`config.mk`:
```
export PLATFORM = sky130hd
export DESIGN_NAME = ram_arb_2p
export DESIGN_NICKNAME = d
export VERILOG_FILES = /design/src/rtl/ram_arb_pkg.sv /design/src/rtl/rr_arb2.sv /design/src/rtl/ram_arb_2p.sv
export SDC_FILE = /design/constraint.sdc
export NUM_CORES = 1
export LEC_CHECK = 0
export CAP_MARGIN = 0
export CORE_MARGIN = 5
export CORE_UTILIZATION = 37
export DETAILED_ROUTE_END_ITERATION = 10
export PLACE_DENSITY = 0.85
export SKIP_LAST_GASP = 1
export SYNTH_ARGS = -nofsm -noshare
export SYNTH_HDL_FRONTEND = slang
export SYNTH_HIERARCHICAL = 1
export SYNTH_SLANG_ARGS = --single-unit
```
`constraint.sdc`:
```
create_clock -name clk -period 2 [get_ports clk]
set_clock_uncertainty 0.05 [all_clocks]
set_input_delay 0.4 -clock clk [delete_from_list [all_inputs] [get_ports clk]]
set_output_delay 0.4 -clock clk [all_outputs]
set_load 0.01 [all_outputs]
```
`src/rtl/ram_arb_pkg.sv`:
```
// Shared widths and port identifiers for the two-port RAM arbiter.
package ram_arb_pkg;

  localparam int ADDR_W = 4;
  localparam int DATA_W = 8;

  typedef enum logic {
    PORT_0 = 1'b0,
    PORT_1 = 1'b1
  } port_t;

endpackage

```
`src/rtl/rr_arb2.sv`:
```
// Combinational two-way round-robin selector; the priority state lives in the caller.
module rr_arb2
  import ram_arb_pkg::*;
(
  input  logic [1:0] eligible,
  input  port_t      prio,
  output logic [1:0] grant,
  output port_t      next_prio
);

  always_comb begin
    grant     = 2'b00;
    next_prio = prio;
    case (eligible)
      2'b01:   grant = 2'b01;
      2'b10:   grant = 2'b10;
      2'b11:   grant = (prio == PORT_0) ? 2'b01 : 2'b10;
      default: grant = 2'b00;
    endcase
    // The winner yields priority to the other port; an idle cycle keeps it.
    if (grant[0]) begin
      next_prio = PORT_1;
    end else if (grant[1]) begin
      next_prio = PORT_0;
    end
  end

endmodule

```
`src/rtl/ram_arb_2p.sv`:
```
// Two requesters sharing one single-port RAM with a registered read port.
// Grants are round-robin; read data returns on a shared bus tagged by rvalid_x.
module ram_arb_2p #(
  parameter int ADDR_W = ram_arb_pkg::ADDR_W,
  parameter int DATA_W = ram_arb_pkg::DATA_W
) (
  input  logic              clk,
  input  logic              rst,
  input  logic              req_0,
  input  logic              req_1,
  input  logic              we_0,
  input  logic              we_1,
  input  logic [ADDR_W-1:0] addr_0,
  input  logic [ADDR_W-1:0] addr_1,
  input  logic [DATA_W-1:0] wdata_0,
  input  logic [DATA_W-1:0] wdata_1,
  output logic              ack_0,
  output logic              ack_1,
  output logic              rvalid_0,
  output logic              rvalid_1,
  output logic [DATA_W-1:0] rdata,
  output logic              ram_wr,
  output logic [ADDR_W-1:0] ram_addr,
  output logic [DATA_W-1:0] ram_din,
  input  logic [DATA_W-1:0] ram_dout
);

  import ram_arb_pkg::*;

  logic [1:0]        eligible;
  logic [1:0]        grant;
  port_t             prio;
  port_t             next_prio;
  logic              gnt_we;
  logic [ADDR_W-1:0] gnt_addr;
  logic [DATA_W-1:0] gnt_wdata;
  logic              rd_vld_p0;
  port_t             rd_tag_p0;

  // A port whose ack is high this cycle is still holding the request just served.
  assign eligible = {req_1 & ~ack_1, req_0 & ~ack_0};

  rr_arb2 u_rr_arb2 (
    .eligible  (eligible),
    .prio      (prio),
    .grant     (grant),
    .next_prio (next_prio)
  );

  always_comb begin
    gnt_we    = we_0;
    gnt_addr  = addr_0;
    gnt_wdata = wdata_0;
    if (grant[1]) begin
      gnt_we    = we_1;
      gnt_addr  = addr_1;
      gnt_wdata = wdata_1;
    end
  end

  // Stage p0: grant issued to the RAM, read tag captured.
  // Stage p1: RAM has sampled the read; rvalid lines up with ram_dout.
  always_ff @(posedge clk) begin
    if (rst) begin
      ack_0     <= 1'b0;
      ack_1     <= 1'b0;
      rvalid_0  <= 1'b0;
      rvalid_1  <= 1'b0;
      ram_wr    <= 1'b0;
      ram_addr  <= '0;
      ram_din   <= '0;
      rd_vld_p0 <= 1'b0;
      rd_tag_p0 <= PORT_0;
      prio      <= PORT_0;
    end else begin
      ack_0     <= grant[0];
      ack_1     <= grant[1];
      prio      <= next_prio;
      rvalid_0  <= rd_vld_p0 && (rd_tag_p0 == PORT_0);
      rvalid_1  <= rd_vld_p0 && (rd_tag_p0 == PORT_1);
      rd_vld_p0 <= (|grant) && !gnt_we;
      rd_tag_p0 <= grant[1] ? PORT_1 : PORT_0;
      if (|grant) begin
        ram_wr   <= gnt_we;
        ram_addr <= gnt_addr;
        ram_din  <= gnt_wdata;
      end else begin
        ram_wr   <= 1'b0;
      end
    end
  end

  assign rdata = ram_dout;

endmodule

```
; Word-level counts from Yosys, hierarchy flattened
; Index checks and enable logic that the tools add are counted.
[op_classes]
n_eq_ne = 3
mux = 8
bitwise_logic = 6
n_reduce_logical = 7
[ops]
columns = op, n
row1 = 2-to-1 mux 8 bit, 1
row2 = one-hot mux 2 bit (3 select lines), 1
row3 = "equality test 2 bit, second input constant", 2
row4 = 2-to-1 mux 1 bit, 4
row5 = 2-to-1 mux 4 bit, 1
row6 = inverter 1 bit, 4
row7 = OR reduction 2 bit, 2
row8 = logical AND 1 bit, 3
row9 = AND 1 bit, 2
row10 = "equality test 2 x 1 -> 1 bit, second input constant", 1
row11 = 2-to-1 mux 2 bit, 1
row12 = nonzero test 2 bit, 1
row13 = logical NOT 1 bit, 1
[word_totals]
reg_bits = 20
inputBits = 38
out_inout_bits = 25
elab_cells = 34

; Longest topological paths before layout
[depth]
depth_word = 7
ltp_mapped = 6
depth_no_buf = 5

; By module
; Netlist, hierarchy kept.
[by_module_without_submodules]
columns = mod, instances, cells_per_inst, area_each_um2, seq_area_each_um2
row1 = ram_arb_2p, 1, 83, 864.6, 380.4
row2 = rr_arb2, 1, 5, 28.8, 0.0

; Worst setup path before layout
; No wires, ideal clock.
[synth_timing]
path_type = input to register
from = input req_0
to = register rd_vld_p0
setup_time_ps = 70
arrival_ps = 1372
required_ps = 1880
setup_slack_ps = 507
path_stages = 5
path_buffers = 1
path_cell_list = nor2b_1 a21boi_0 buf_6 or3b_1 a21oi_1
[synth_between]
elab_cells_between_ends = 9
classes_between = eq/ne (3) / mux (2) / bitwise (1) / reduce/logical (3)
[synth_rtl]
columns = item, line_no
row1 = from (decl), ram_arb_2p.sv:9  ; input logic req_0,
row2 = AND 1 bit *, ram_arb_2p.sv:41  ; assign eligible = {req_1 & ~ack_1, req_0 & ~ack_0};
row3 = equality test 2 bit / equality test 2 x 1 -> 1 bit (equally long branches), rr_arb2.sv:14  ; case (eligible)
row4 = one-hot mux 2 bit (3 select lines) *, rr_arb2.sv:14
row5 = via grant[0], ram_arb_2p.sv:31  ; logic [1:0] grant;
row6 = OR reduction 2 bit *, ram_arb_2p.sv:81  ; rd_vld_p0 <= (|grant) && !gnt_we;
row7 = logical AND 1 bit *, ram_arb_2p.sv:81
row8 = to (signal assigned), ram_arb_2p.sv:81
row9 = to (decl), ram_arb_2p.sv:37  ; logic rd_vld_p0;
; Mark *: on every way through the listed nets, which the timed path passes. The rest lies on a longest branch.
; A chain may end at the register's enable or synchronous reset.

; Worst setup path in the final report
[layout_timing]
from = input req_0
to = register ram_din[7]
[layout_between]
elab_chain_len = 4
elab_cells_between_ends = 7
classes_between = eq/ne (3) / mux (2) / bitwise (1) / reduce/logical (1)
[layout_lines]
columns = item, line_no
row1 = AND 1 bit *, ram_arb_2p.sv:41
row2 = via eligible[0], ram_arb_2p.sv:30  ; logic [1:0] eligible;
row3 = equality test 2 bit / equality test 2 x 1 -> 1 bit (equally long branches), rr_arb2.sv:14
row4 = one-hot mux 2 bit (3 select lines) *, rr_arb2.sv:14
row5 = via grant[0], ram_arb_2p.sv:31
row6 = OR reduction 2 bit *, ram_arb_2p.sv:83  ; if (|grant) begin
row7 = to (signal assigned), ram_arb_2p.sv:86  ; ram_din <= gnt_wdata;
row8 = to (decl), ram_arb_2p.sv:24  ; output logic [DATA_W-1:0] ram_din,
; Marked as above.

==> results list <==
- The run finished with clean final reports.
- Routability-driven placement finished with a final weighted congestion of 0.734.
- Setup total negative slack on the finished layout was measured at 0 ns.
* Async set-reset flop share out of synthesis: 0%
* Buffer depth of the longest clock path: 2
* Final worst-path cycle share: 85.7%
- The HPWL after detailed placement is 1900 um.
- Most frequently used cell type in the post-synthesis netlist: dfxtp_1
- Overall track demand over capacity in global routing: 13.9%
* Pwr/cell area: 639 nW/um2
- Vias in the first global route: 870
- Starting utilization of the core area: 39.6%
- Hold Fails Final Rpt: 0
* Share of cells above drive strength 1: 9.92%
* Crit path arrival time: 1.83 ns
* Register clock-pin slew on the reported worst setup and hold paths: 0.10 ns
* Fraction of the yosys area taken by sequential cells: 42.6%
- In this run the count of I/O pins placed on the die edge is 63.
- Setup slack closes at 0.286 ns.
- Crit-path max FO: 6
- Worst slew margin relative to its limit: 72.8%
- CP max stage delay: 0.45 ns
- The synthesized design contains 0 enable-type register cells.
- Final slew viol count: 0
- Area of the core: 2250 um2
* Mean Syn Cell Area: 10.2 um2
* Pre-CTS setup slack: 0.00874 ns
* DRC errors left: 0
* Antenna diode count: 0
- Dividing the detail-routed wire length by the instance count gives 14.7 um.
* Leading area contributor after synthesis: dfxtp_1
* Number of flip-flops and latches in the synthesized netlist: 19
- The die is 59.1 um tall.
- Sequential Area: 380 um2
* Clock net sink count: 19
* Endpoint kind of the worst setup timing path: register
* Number of placement rows: 17
- After the last flow step, the layout net total stands at 170.
- In this run the horizontal extent of the chip is 59.1 um.
- Hold is met by 0.440 ns.
* Leakage: 0.527 nW
* Master of the slowest instance on the critical path: clkdlybuf4s50_1
- Summed over all layers, the global routing overflow is 0.
- Number of post-CTS setup repair buffers: 0
* Global-route wire length before repair: 3690 um
- TritonCTS built the clock tree.
* Placed Instances: 155
- At the later pin of the worst-skew pair, clock insertion delay measures 0.29 ns.
- Based on the critical path, the design can be clocked at up to 583 MHz.
* Via count of the routed design: 775
- In this run the number of H-tree levels came out at 1.
- In this run the tool buffered the top-level ports with 46 buffer cells.
* Buffer cell driving the clock tree root: clkbuf_4
* Fin cells: 159
- Post-Route WL: 2330 um
- Buffers inserted to repair hold after CTS numbered 0.
* Most frequent cells after synthesis: 19 x dfxtp_1, 16 x nor2b_1, 12 x mux2i_1, 11 x a211oi_1, 8 x buf_4
* CTS buffer count: 3
- Walking the worst path, the cells encountered are clkdlybuf4s50_1 > nor2b_1 > a21boi_2 > buf_4 > mux2i_1 > a211oi_1.
- MaxCap Viol Count: 0
- The Yosys step of the flow raised 6 warnings.
- Post-CTS sizing: 0
- Critical Path RT: 2.11 ns
* Number of cells on the worst hold path: 1
- In the final layout, the multi-input gates occupy 400 um2.
* # fillers: 216
* Placed cell areas: 1340 um2
- Number of instances in the synthesized netlist: 88
* Post-route core utilization: 60.5%
- Setup violations remaining at the end of the flow were counted as 0.
- The detail route stage leaves a number of antenna-violating nets equal to 0.
- Unrepaired setup endpoints after global routing: false
- Counting every net in the synthesized netlist gives 126.
- After routing the design area is 1360 um2.
* Initial antenna violation count: 0
- Most area-consuming cells after synthesis: dfxtp_1 43%, mux2i_1 13%, nor2b_1 11%
- Summing internal, switching and leakage power gives 0.872 mW.
* Element type at the critical path start: input pin
- For the pin with the worst max-slew slack, the measured transition is 0.408 ns.
- Counting cells, the worst reg-to-reg path comes to 5.
- Entering global routing, the biggest net connects 14 pins.
- Crit path kind: in -> reg
- Total iterations of the first detailed-routing run: 4
- Highest ir drop seen on vdd: 449 uV
- After synthesis the cells add up to 893 um2.
- Post-synth top area share: 42.6%
- The first routing iteration left 14 violations.
* Unique masters post-synth: 23
- After detailed routing, the number of vias per cell comes to 4.87.
* Post-route minimum period: 1.71 ns
* Area grow syn2layout: 52.7%
- Total die area: 3500 um2
- Hold Crit Class: reg -> reg
- Among all flip-flop cells after synthesis, the most frequent one is dfxtp_1.
registers in the layout, summed over array words and instances, names as in the netlist:
name / flops
rvalid_0: 1
rvalid_1: 1
rd_vld_p0: 1
ack_1: 1
ram_wr: 1
ram_addr: 4
ack_0: 1
ram_din: 8
prio: 1
per-layer routing:
metal  vias to the layer above  share of wire [%]  global-route usage (%)
met5                         -                  0                       0
met4                         0                3.3                    9.71
met3                        10                7.3                    3.05
met2                        40                 51                    25.4
met1                       345                 38                    13.7
li1                        380                  -                       -
worst paths after layout:
path	slack, ns	from	endpoint
worst max-delay path	0.29	req_0	ram_din[7]
worst min-delay path	0.44	rd_vld_p0	rvalid_0
worst max register to register	0.54	ack_0	ram_din[7]
worst min register to register	0.44	rd_vld_p0	rvalid_0
critical path: cells and delay by family:
kind	cells	cell delay, ns
AO/OA/AOI/OAI	2	0.37
buffers and inverters	2	0.67
multiplexers	1	0.21
AND/OR/NAND/NOR	1	0.18
where the power goes:
| group | total, mW | internal [mW] | leakage (nW) | switching, mW |
|---|---|---|---|---|
| clock network | 0.188 | 0.0743 | 0.0177 | 0.113 |
| registers | 0.430 | 0.412 | 0.157 | 0.0176 |
| logic | 0.255 | 0.160 | 0.352 | 0.0949 |
| total | 0.872 | 0.646 | 0.527 | 0.226 |
cells in the final DEF (no fill, tap or decap), drive strengths merged:
master,count
clkinv,1
and3b,1
nor2,1
mux2i,12
nand2b,2
buf,7
inv,2
and2,1
clkbuf,3
nand3b,1
a21boi,1
a211oi,12
or3b,1
nand2,1
o21ai,1
nor3b,1
a21oi,2
nor2b,16
dfxtp,19
clkdlybuf4s50,46
cell type report:
class | instances | area share [%]
timing repair buffer | 53 | 37.6
multi-input combinational | 53 | 29.4
sequential | 19 | 27.9
tap | 28 | 2.57
clock buffer | 3 | 1.65
inverter | 2 | 0.550
clock inverter | 1 | 0.367
cells by family after synthesis:
logic type,Yosys count,share of synthesized area (%)
compound gates,16,13.2
buf+inv,16,13.0
flops,19,42.6
mux,12,13.4
simple gates,25,17.8
Note: power is estimated with default switching activity, not from simulation.
